[config.mk]
export PLATFORM = sky130hd
export DESIGN_NAME = aes_inv_mixcolumns_seq
export DESIGN_NICKNAME = d
export VERILOG_FILES = /design/src/rtl/aes_inv_mixcolumns_seq.sv
export SDC_FILE = /design/constraint.sdc
export NUM_CORES = 1
export LEC_CHECK = 0
export ABC_AREA = 1
export CORE_MARGIN = 1.5
export CORE_UTILIZATION = 35
export CTS_BUF_LIST = sky130_fd_sc_hd__clkbuf_16
export DETAILED_ROUTE_END_ITERATION = 8
export GPL_ROUTABILITY_DRIVEN = 0
export HOLD_SLACK_MARGIN = 0.05
export PLACE_DENSITY = 0.67
export RECOVER_POWER = 50
export SLEW_MARGIN = 15
export SYNTH_ARGS = -nofsm -noshare
export SYNTH_HDL_FRONTEND = slang
export SYNTH_SLANG_ARGS = --single-unit
[constraint.sdc]
create_clock -name clk -period 2.9 [get_ports clk]
set_input_delay 0.58 -clock clk [delete_from_list [all_inputs] [get_ports clk]]
set_output_delay 0.58 -clock clk [all_outputs]
set_load 0.01 [all_outputs]
[src/rtl/aes_inv_mixcolumns_seq.sv]
// Iterative AES InvMixColumns engine. A 128-bit state is captured and then
// transformed in place, COLS_PER_CYCLE columns per cycle. The same register
// is presented as out_data once every column has been processed.
//
// Handshakes: a transfer happens on a rising edge where valid and ready are
// both high. in_ready is high only in IDLE. out_valid is high only in DONE.
// Both are decoded from the state register alone, so neither depends
// combinationally on any input. The input and output transfers never share
// an edge.
module aes_inv_mixcolumns_seq #(
  parameter int COLS_PER_CYCLE = 1
) (
  input  logic         clk,
  input  logic         rst,
  input  logic         in_valid,
  output logic         in_ready,
  input  logic [127:0] in_data,
  output logic         out_valid,
  input  logic         out_ready,
  output logic [127:0] out_data,
  output logic         busy
);

  generate
    if (!(COLS_PER_CYCLE == 1 || COLS_PER_CYCLE == 2 || COLS_PER_CYCLE == 4)) begin : g_bad_cols
      $error("aes_inv_mixcolumns_seq: COLS_PER_CYCLE must be 1, 2 or 4");
    end
  endgenerate

  // Counter step. With four columns per cycle this truncates to 0, so cnt
  // stays at 0 and the single BUSY cycle is always the last group.
  localparam logic [1:0] CNT_STEP = 2'(COLS_PER_CYCLE);

  typedef enum logic [1:0] {
    IDLE = 2'd0,
    BUSY = 2'd1,
    DONE = 2'd2
  } state_t;

  state_t       state_q, state_d;
  logic [1:0]   cnt_q;
  logic [127:0] data_q;
  logic [127:0] data_xf;
  logic         last_group;

  // GF(2^8) multiply by x, reduced by the AES polynomial (0x11b).
  function automatic logic [7:0] xtime(input logic [7:0] x);
    return {x[6:0], 1'b0} ^ (x[7] ? 8'h1b : 8'h00);
  endfunction

  // InvMixColumns of one column. Row 0 is the most significant byte.
  function automatic logic [31:0] inv_mix_col(input logic [31:0] col);
    logic [7:0] a  [4];
    logic [7:0] m9 [4];
    logic [7:0] mb [4];
    logic [7:0] md [4];
    logic [7:0] me [4];
    logic [7:0] x2, x4, x8;
    for (int r = 0; r < 4; r++) begin
      a[r]  = col[31 - 8*r -: 8];
      x2    = xtime(a[r]);
      x4    = xtime(x2);
      x8    = xtime(x4);
      m9[r] = x8 ^ a[r];
      mb[r] = x8 ^ x2 ^ a[r];
      md[r] = x8 ^ x4 ^ a[r];
      me[r] = x8 ^ x4 ^ x2;
    end
    return {me[0] ^ mb[1] ^ md[2] ^ m9[3],
            m9[0] ^ me[1] ^ mb[2] ^ md[3],
            md[0] ^ m9[1] ^ me[2] ^ mb[3],
            mb[0] ^ md[1] ^ m9[2] ^ me[3]};
  endfunction

  // Bit offset of the LSB of column (c + k) mod 4. Column 0 sits at [127:96].
  function automatic int col_lsb(input logic [1:0] c, input int k);
    logic [1:0] idx;
    idx = c + 2'(k);
    return 96 - 32 * int'(idx);
  endfunction

  // The group is last when the counter wraps back to column 0.
  assign last_group = ((cnt_q + CNT_STEP) == 2'b00);

  // Replace the columns addressed by cnt with their transformed values.
  always_comb begin
    data_xf = data_q;
    for (int k = 0; k < COLS_PER_CYCLE; k++) begin
      data_xf[col_lsb(cnt_q, k) +: 32] = inv_mix_col(data_q[col_lsb(cnt_q, k) +: 32]);
    end
  end

  // State register.
  always_ff @(posedge clk) begin
    if (rst) state_q <= IDLE;
    else     state_q <= state_d;
  end

  // Next-state logic. In IDLE a valid input is taken. In BUSY the input is
  // ignored until the last group. In DONE the result is held until taken.
  always_comb begin
    state_d = state_q;
    case (state_q)
      IDLE:    if (in_valid)   state_d = BUSY;
      BUSY:    if (last_group) state_d = DONE;
      DONE:    if (out_ready)  state_d = IDLE;
      default: state_d = IDLE;
    endcase
  end

  // Column counter. It restarts at 0 on capture and steps once per BUSY cycle.
  always_ff @(posedge clk) begin
    if (rst) begin
      cnt_q <= 2'b00;
    end else if (state_q == IDLE && in_valid) begin
      cnt_q <= 2'b00;
    end else if (state_q == BUSY) begin
      cnt_q <= cnt_q + CNT_STEP;
    end
  end

  // State data register, which is also the output register.
  // It changes only on capture, on BUSY edges and on reset.
  always_ff @(posedge clk) begin
    if (rst) begin
      data_q <= '0;
    end else if (state_q == IDLE && in_valid) begin
      data_q <= in_data;
    end else if (state_q == BUSY) begin
      data_q <= data_xf;
    end
  end

  assign in_ready  = (state_q == IDLE);
  assign out_valid = (state_q == DONE);
  assign busy      = (state_q == BUSY) || (state_q == DONE);
  assign out_data  = data_q;

endmodule
; ---- Word-level counts from Yosys, hierarchy flattened
; Index checks and enable logic that the tools add are counted.
; Widths: inputs -> output; s select.
[totals]
register_bits = 132
input_bits = 132
output_inout_bits = 131
word_cells = 88
[classes]
addsub = 3
n_eq_ne = 5
n_shift = 3
n_mux = 19
bitwise_logic = 48
n_reduce_logical = 7
[op_table]
columns = operator, count
row1 = $xor 8x8->8, 36
row2 = $mux 128, 2
row3 = $bwmux 128, 1
row4 = $shift 32x33->128 const A, 1
row5 = $shiftx 128x8->32, 1
row6 = $shiftx 32x33->128, 1
row7 = $xor 8x5->8, 12
row8 = $mux 5, 12
row9 = $neg 8->33, 1
row10 = $sub 7x7->8 const A, 1
row11 = $mux 2, 3
row12 = $pmux 2 s3, 1
row13 = $logic_not 2->1, 2
row14 = $ne 2x2->1 const B, 2
row15 = $reduce_and 3->1, 1
row16 = $add 2x1->2 const B, 1
row17 = $eq 2x1->1 const B, 1
row18 = $eq 2x2->1 const B, 1
row19 = $ne 2x1->1 const B, 1
row20 = $reduce_bool 2->1, 1
row21 = $reduce_or 2->1, 1
row22 = $logic_and 1x1->1, 1
row23 = $logic_or 1x1->1, 1

; ---- Depth between registers and ports, before layout
[logic_depth]
depth_word = 17
mapped_depth = 23
mapped_depth_nobuf = 20

; ---- Worst setup path before layout
; Ideal clock, no wire load.
[synth_path]
kind = register to register
from = register cnt_q[0]
to = register data_q[16] (netlist: out_data[16])
setup_ns = 0.074
arrival_time_ns = 2.288
required_ns = 2.826
path_slack_ns = 0.538
stages_incl_launch_ff = 11
n_path_buf = 5
period_less_slack_ns = 2.362
cell_sequence = dfxtp_1 buf_6 inv_6 buf_6 buf_6 buf_4 ha_1 nor4_1 clkbuf_1 nand3_1 a31oi_1
[synth_via]
elab_chain_len = 15
word_cells_on_any_way = 68
cone_classes = add/sub: 2 / shift: 3 / mux: 15 / bitwise: 48
[synth_rtl]
columns = item, line
row1 = from (decl), 41  ; logic [1:0] cnt_q;
row2 = from (signal assigned), 118  ; cnt_q <= cnt_q + CNT_STEP;
row3 = $sub 7x7->8 (*), 79  ; return 96 - 32 * int'(idx);
row4 = $shiftx 128x8->32, 89  ; data_xf[col_lsb(cnt_q, k) +: 32] = inv_mix_col(data_q[col_lsb(cnt_q, k) +: 32]);
row5 = $xor 8x5->8 or $mux 5 (tied branches) (2 in a row), 48  ; return {x[6:0], 1'b0} ^ (x[7] ? 8'h1b : 8'h00);
row6 = $mux 5 or $xor 8x5->8 (tied branches), 48
row7 = $xor 8x5->8, 48
row8 = $xor 8x8->8 (on tied branches) (2 in a row), "65, 66, 67"
row9 = $xor 8x8->8 (on tied branches) (3 in a row), n/a
row10 = $shiftx 32x33->128, 89
row11 = $bwmux 128 (*), 89
row12 = $mux 128 (*), 129  ; end else if (state_q == BUSY) begin
row13 = $mux 128 (*), 127  ; end else if (state_q == IDLE && in_valid) begin
row14 = to (signal assigned), 128  ; data_q <= in_data;
row15 = to (signal assigned), 130  ; data_q <= data_xf;
row16 = to (decl), 42  ; logic [127:0] data_q;
; Every way passes the cells marked *; elsewhere a longest branch is shown, timed or not. The select of a mux whose other input is x is not followed.
; A chain may end at the register's enable or synchronous reset.

; ---- Worst setup path in the final report
[layout_path]
from = register cnt_q[0]
to = register data_q[42] (netlist: out_data[42])
; Same word-level chain as after synthesis.

==> run_results.csv <==
group,metric,value,unit
outcome,run_status,"completed",
clock_tree,root_buffer,"clkbuf_16",
route,wl_per_cell,19.6,um
clock_tree,cts_tree,"done",
route,dr_total_vias,15200,
route,viasPerCell,5.55,
layout,final_cell_mix,"nand2_1 (841), nand3_1 (275), inv_1 (149)",
clock_tree,cts_buffers,17,
setup_path,crit_fanout,25,
timing,max_freq,360,MHz
logic_synthesis,async_flop_share,0,%
logic_synthesis,ys_ff_latch,132,
setup_path,crit_path_end_kind,"flip-flop",
clock_tree,clkLatencyLatePin,0.43,ns
clock_tree,cts_hold_buf,0,
timing,fin_crit,2.77,ns
timing,worstMarginPinSlew,1.17,ns
route,ant_nets,0,
floorplan,fp-row-count,67,
timing,setup-violations-final,0,
global_route,track_usage,29.4,%
timing,relSlewSlack,22.3,%
logic_synthesis,synth_edf_count,0,
clock_tree,cts_num_sinks,132,
placed_design,port-buffer-count,262,
setup_path,crit_type,"reg -> reg",
route,drtPass1Iterations,8,
timing,skew,0.0116,ns
layout,drive_gt1_share,11.8,%
floorplan,fp.dieW,187,um
floorplan,core,33400,um2
route,drtIter0Drc,1945,
global_route,grt_pass1_vias,13900,
layout,synthToLayoutAreaGrowth,33.8,%
logic_synthesis,yosysWarnings,0,
layout,nets,2414,
timing,final_max_slew_viol_count,0,
global_route,antenna_found_initial,0,
setup_path,crit_required,3.27,ns
logic_synthesis,seq_area_frac_synth,22.2,%
clock_tree,htreeDepth,4,
route,routed_wl,53600,um
setup_path,regToRegSetupSlack,0.13,ns
global_route,grt_pass1_wl,80100,um
placed_design,dp_hpwl,41500,um
logic_synthesis,ys.flop_type,"dfxtp_1",
setup_path,startpoint_type,"flip-flop",
global_route,grt-ovfl-total,0,
layout,mostFrequentLayoutCell,"nand2_1",
floorplan,boundaryPins,263,
min_path,hold_path_class,"in -> reg",
timing,worst_slack,0.126,ns
logic_synthesis,syn-cell-area,11900,um2
floorplan,start_util,35.5,%
logic_synthesis,avgSynthCellArea,5.86,um2
route,drc,0,
logic_synthesis,synth_nets,2167,
timing,layout_worst_path_cycle_share,95.7,%
floorplan,die_area,35100,um2
clock_tree,clk_pin_slew,0.07,ns
setup_path,arrival,3.14,ns
clock_tree,cts.path.max_buffers,2,
floorplan,die_h,187,um
logic_synthesis,synthCells,2027,
timing,hold_viol_final,0,
layout,diodes,0,
logic_synthesis,ys_types,40,
placed_design,pre_cts_slack,-0.0460,ns
flow_run,drv_cap,0,
global_route,grt_max_degree,79,
[metal layers]
| layer | up-vias | share of wire (%) | routed length, um | track usage, % |
|---|---|---|---|---|
| li1 | 6980 | - | - | - |
| met1 | 6959 | 40 | 21300 | 39.3 |
| met4 | 0 | 5.4 | 2870 | 14.7 |
| met5 | - | 0 | 0 | 0 |
| met2 | 1057 | 43 | 23300 | 45.0 |
| met3 | 190 | 12 | 6160 | 5.76 |
[Yosys cell counts (7+ instances only)]
cell type  count  area, um2
o21ai_0       14       70.1
nand3_1      275       1380
nand2_2       88        551
clkbuf_1      58        218
dfxtp_1      132       2640
a31oi_1       46        288
nand2_1      854       3210
buf_1          7       26.3
a22o_1        18        158
inv_1        150        563
nor2_1        29        109
xor2_1        70        613
nor2_2        11       68.8
ha_1           8        100
nand3_2        8       80.1
nand4_1       43        269
xnor2_1       35        307
a21oi_1       85        425
inv_2         17       63.8
buf_6         11        124
nand2_4       12        135
buf_4         14        105
[through the flow]
stage	std cells	setup TNS (ns)	hold slack, ns	cell area (um2)	util, %
detailed placement	2696	-0.0753	0.506	15100	45.1
CTS	2728	0	0.463	15700	47.0
finish	2735	0	0.477	15900	47.5
global placement	2696	0	0.492	15100	45.1
global route	2735	-0.0410	0.491	15900	47.5
floorplan	2027	0	0.474	11900	-
[worst paths after layout]
check	startpoint	end	depth (start not counted)
max	cnt_q[0]	out_data[42]	15
max reg2reg	cnt_q[0]	out_data[42]	15
min	rst	out_data[122]	2
min reg2reg	out_data[16]	out_data[16]	2
[state kept, by name (all words and copies together) (netlist names)]
signal,flops
cnt_q,2
out_data,128
state_q,2
[repair_timing]
item,in CTS,in global routing
setup buffers,0,6
pin swaps,0,2
cloned,0,1
setup endpoints to repair,6,84
resized for setup,3,37
[cell families after synthesis]
kind of cell | after synthesis | synth area share, %
AND/OR/NAND/NOR | 1338 | 49.8
buffers and inverters | 269 | 10.1
AO/OA/AOI/OAI | 168 | 8.25
flip-flops | 132 | 22.2
XOR/XNOR | 112 | 8.80
adder cells (fa/ha/maj) | 8 | 0.843
[area by class of cell]
| class | count | area (um2) |
|---|---|---|
| clock buffers | 17 | 425 |
| inverters | 169 | 654 |
| flip-flops and latches | 132 | 2650 |
| multi-input cells | 1626 | 8170 |
| fillers | 3374 | 17600 |
| repair buffers | 327 | 3230 |
| well taps | 448 | 561 |
| clock inverters | 15 | 195 |
| repair inverters | 1 | 11.3 |
[critical path, cell delays in order (launching register included)]
cell      delay (ns)
dfxtp_4         0.42
clkinv_8        0.16
buf_12          0.20
nand2_1         0.10
nand3_1         0.09
nand2_2         0.28
inv_2           0.13
nand2_2         0.12
nand2_2         0.10
xor2_1          0.17
or2_1           0.23
nand2_1         0.06
nand2_1         0.04
nand2_1         0.29
nand4_1         0.14
a21oi_1         0.14
Power is left out: the tool's default activity adds up to more than one toggle a clock period on the data nets, which glitch-free logic cannot reach.
==> RTL edit (config.mk and constraints unchanged) <==
Make the reset (`rst`) asynchronous in 3 clocked blocks.
--- a/src/rtl/aes_inv_mixcolumns_seq.sv
+++ b/src/rtl/aes_inv_mixcolumns_seq.sv
@@ -91,7 +91,7 @@
   end
 
   // State register.
-  always_ff @(posedge clk) begin
+  always_ff @(posedge clk or posedge rst) begin
     if (rst) state_q <= IDLE;
     else     state_q <= state_d;
   end
@@ -109,7 +109,7 @@
   end
 
   // Column counter. It restarts at 0 on capture and steps once per BUSY cycle.
-  always_ff @(posedge clk) begin
+  always_ff @(posedge clk or posedge rst) begin
     if (rst) begin
       cnt_q <= 2'b00;
     end else if (state_q == IDLE && in_valid) begin
@@ -121,7 +121,7 @@
 
   // State data register, which is also the output register.
   // It changes only on capture, on BUSY edges and on reset.
-  always_ff @(posedge clk) begin
+  always_ff @(posedge clk or posedge rst) begin
     if (rst) begin
       data_q <= '0;
     end else if (state_q == IDLE && in_valid) begin
Check against the original RTL: not equivalent (Yosys sat finds a counterexample within 4 cycles, from zero or initial values and one cycle with rst high; the reset may be asserted at any time).
==> RTL edit against the unedited design <==
Non-clock buffer count rose by 70. Design area is 2.6% higher. Setup slack got worse by 0.079 ns. Via count shrank 6.6%. Sequential cell count did not move. Critical path depth is 2 higher. Wire length decreased by 2.2%. Synthesized cell count down 13%. Area after synthesis decreased by 5.2%. Critical path type unchanged. Largest cell class unchanged.
Power is not shown: default switching activity piles up to over one toggle a cycle in this logic, so the estimate is an artifact.
==> RTL edit: results (changes against the unedited design) <==
Place
  – Placed Area: 15,040 µm² (-0.27%)
  – DP Worst Slack: -0.1223 ns (-0.07630 ns)
  – Placed Cells incl. Taps: 2,472 (-8.3%)
  – Post-detail-place hpwl: 39,410 µm (-5.0%)

Finish
  – Final core utilization: 51.57% (+4.0 points)
  – Layout cells sized above 1: 14.69% (+2.8 points)
  – Multi-input gate area: 7515 µm² (-8.0%)
  – Layout Nets: 2,252 (-6.7%)
  – Register cell area after layout: 3307 µm² (+25%)
  – Multi-input gates: 1,423 (-12%)
  – Nonclk buf count: 397 (+21%)
  – FFs & Latches: 132 (unchanged)
  – Inverter count: 141 (-17%)
  – Non-Clock Buffer Area Fraction: 23.47% (+3.1 points)

Setup path
  – Slowest CP cell: dfrtp_4
  – Slowest stage delay, CP: 0.57 ns (+0.15 ns)
  – Reg2reg path depth: 17 (+2)
  – Worst Setup EP: out_data[43]
  – Crit path max fanout: 13 (-48%)
  – Worst R2R Start: cnt_q[0]
  – CP arrival: 3.22 ns (+0.08 ns)
  – Worst R2R Setup Slack: 0.05 ns (-0.08 ns)

STA
  – Clock Skews: 0.01757 ns (+0.005979 ns)
  – Tcrit/Tclk final: 98.39% (+2.7 points)
  – Slew @ Worst Pin: 1.461 ns (+0.2960 ns)
  – Worst hold margin: 0.5229 ns (+0.04565 ns)

Yosys
  – Largest cells by area after synthesis: dfrtp_1, nand2_1, nand3_1
  – Post-synthesis cell type count: 34 (-15%)
  – Asr flop ratio synth: 100.0% (+100 points)
  – Post-synth top cells: nand2_1, nand3_1, dfrtp_1, inv_1, xor2_1
  – Register area share after synthesis: 29.33% (+7.1 points)
  – Post-synthesis adder-cell area fraction: 0.8887% (+0.046 points)
  – Net Count, Synth: 1,910 (-12%)
  – Synthesized netlist cell count: 1,770 (-13%)
  – Post-synthesis compound-gate area fraction: 5.621% (-2.6 points)
  – Synth Area in XOR/XNOR: 10.64% (+1.8 points)

Drt
  – WL final: 52,400 µm (-2.2%)
  – Vias: 14,183 (-6.6%)
  – DR iter-0 viols: 1,872 (-3.8%)
  – TritonRoute pass-1 iters: 7 (-1)
  – Routed WL per cell: 20.75 µm (+5.9%)

Global routing
  – Largest net degree at the start of global routing: 69 (-13%)
  – Tot GR Track Use: 30.22% (+0.81 points)
  – First-pass GRT wire length: 76,190 µm (-4.9%)
  – Number of global-route vias before repair: 13,035 (-6.3%)

Run status
  – Status: finished, final reports clean

Hold path
  – Worst Hold End: out_data[69]
  – HP Start: out_data[69]

Clock network
  – PostCTS Resize Cnt: 5 (+2)
==> RTL edit: cell types whose count changed in the layout (fill, tap and decap cells not counted), sizes merged, moves of 12 or more <==
cell and change:
nand2 -78, a22o +31, nor2 -24, dfxtp -132, clkdlybuf4s50 +70, dfrtp +132, a21oi -84, xnor2 +14
nand3 -25, buf +62, dlygate4sd3 -69, a31oi -46, o211ai +12, inv -35
==> RTL edit: worst max-delay path, delay by kind of cell, from the launching register on <==
kind	cells	cell delay (ns)
xor+xnor	2	0.50
buf+inv	6	0.88
simple gates	9	0.83
flops	1	0.57
==> RTL edit: metal layers <==
layer / share of wire, % / routed length (µm) / track usage (%)
met1: 39 / 20630 / 41.43
met2: 44 / 23260 / 46.02
met3: 12 / 6326 / 6.945
met4: 4.2 / 2180 / 11.80
met5: 0 / 0 / 0
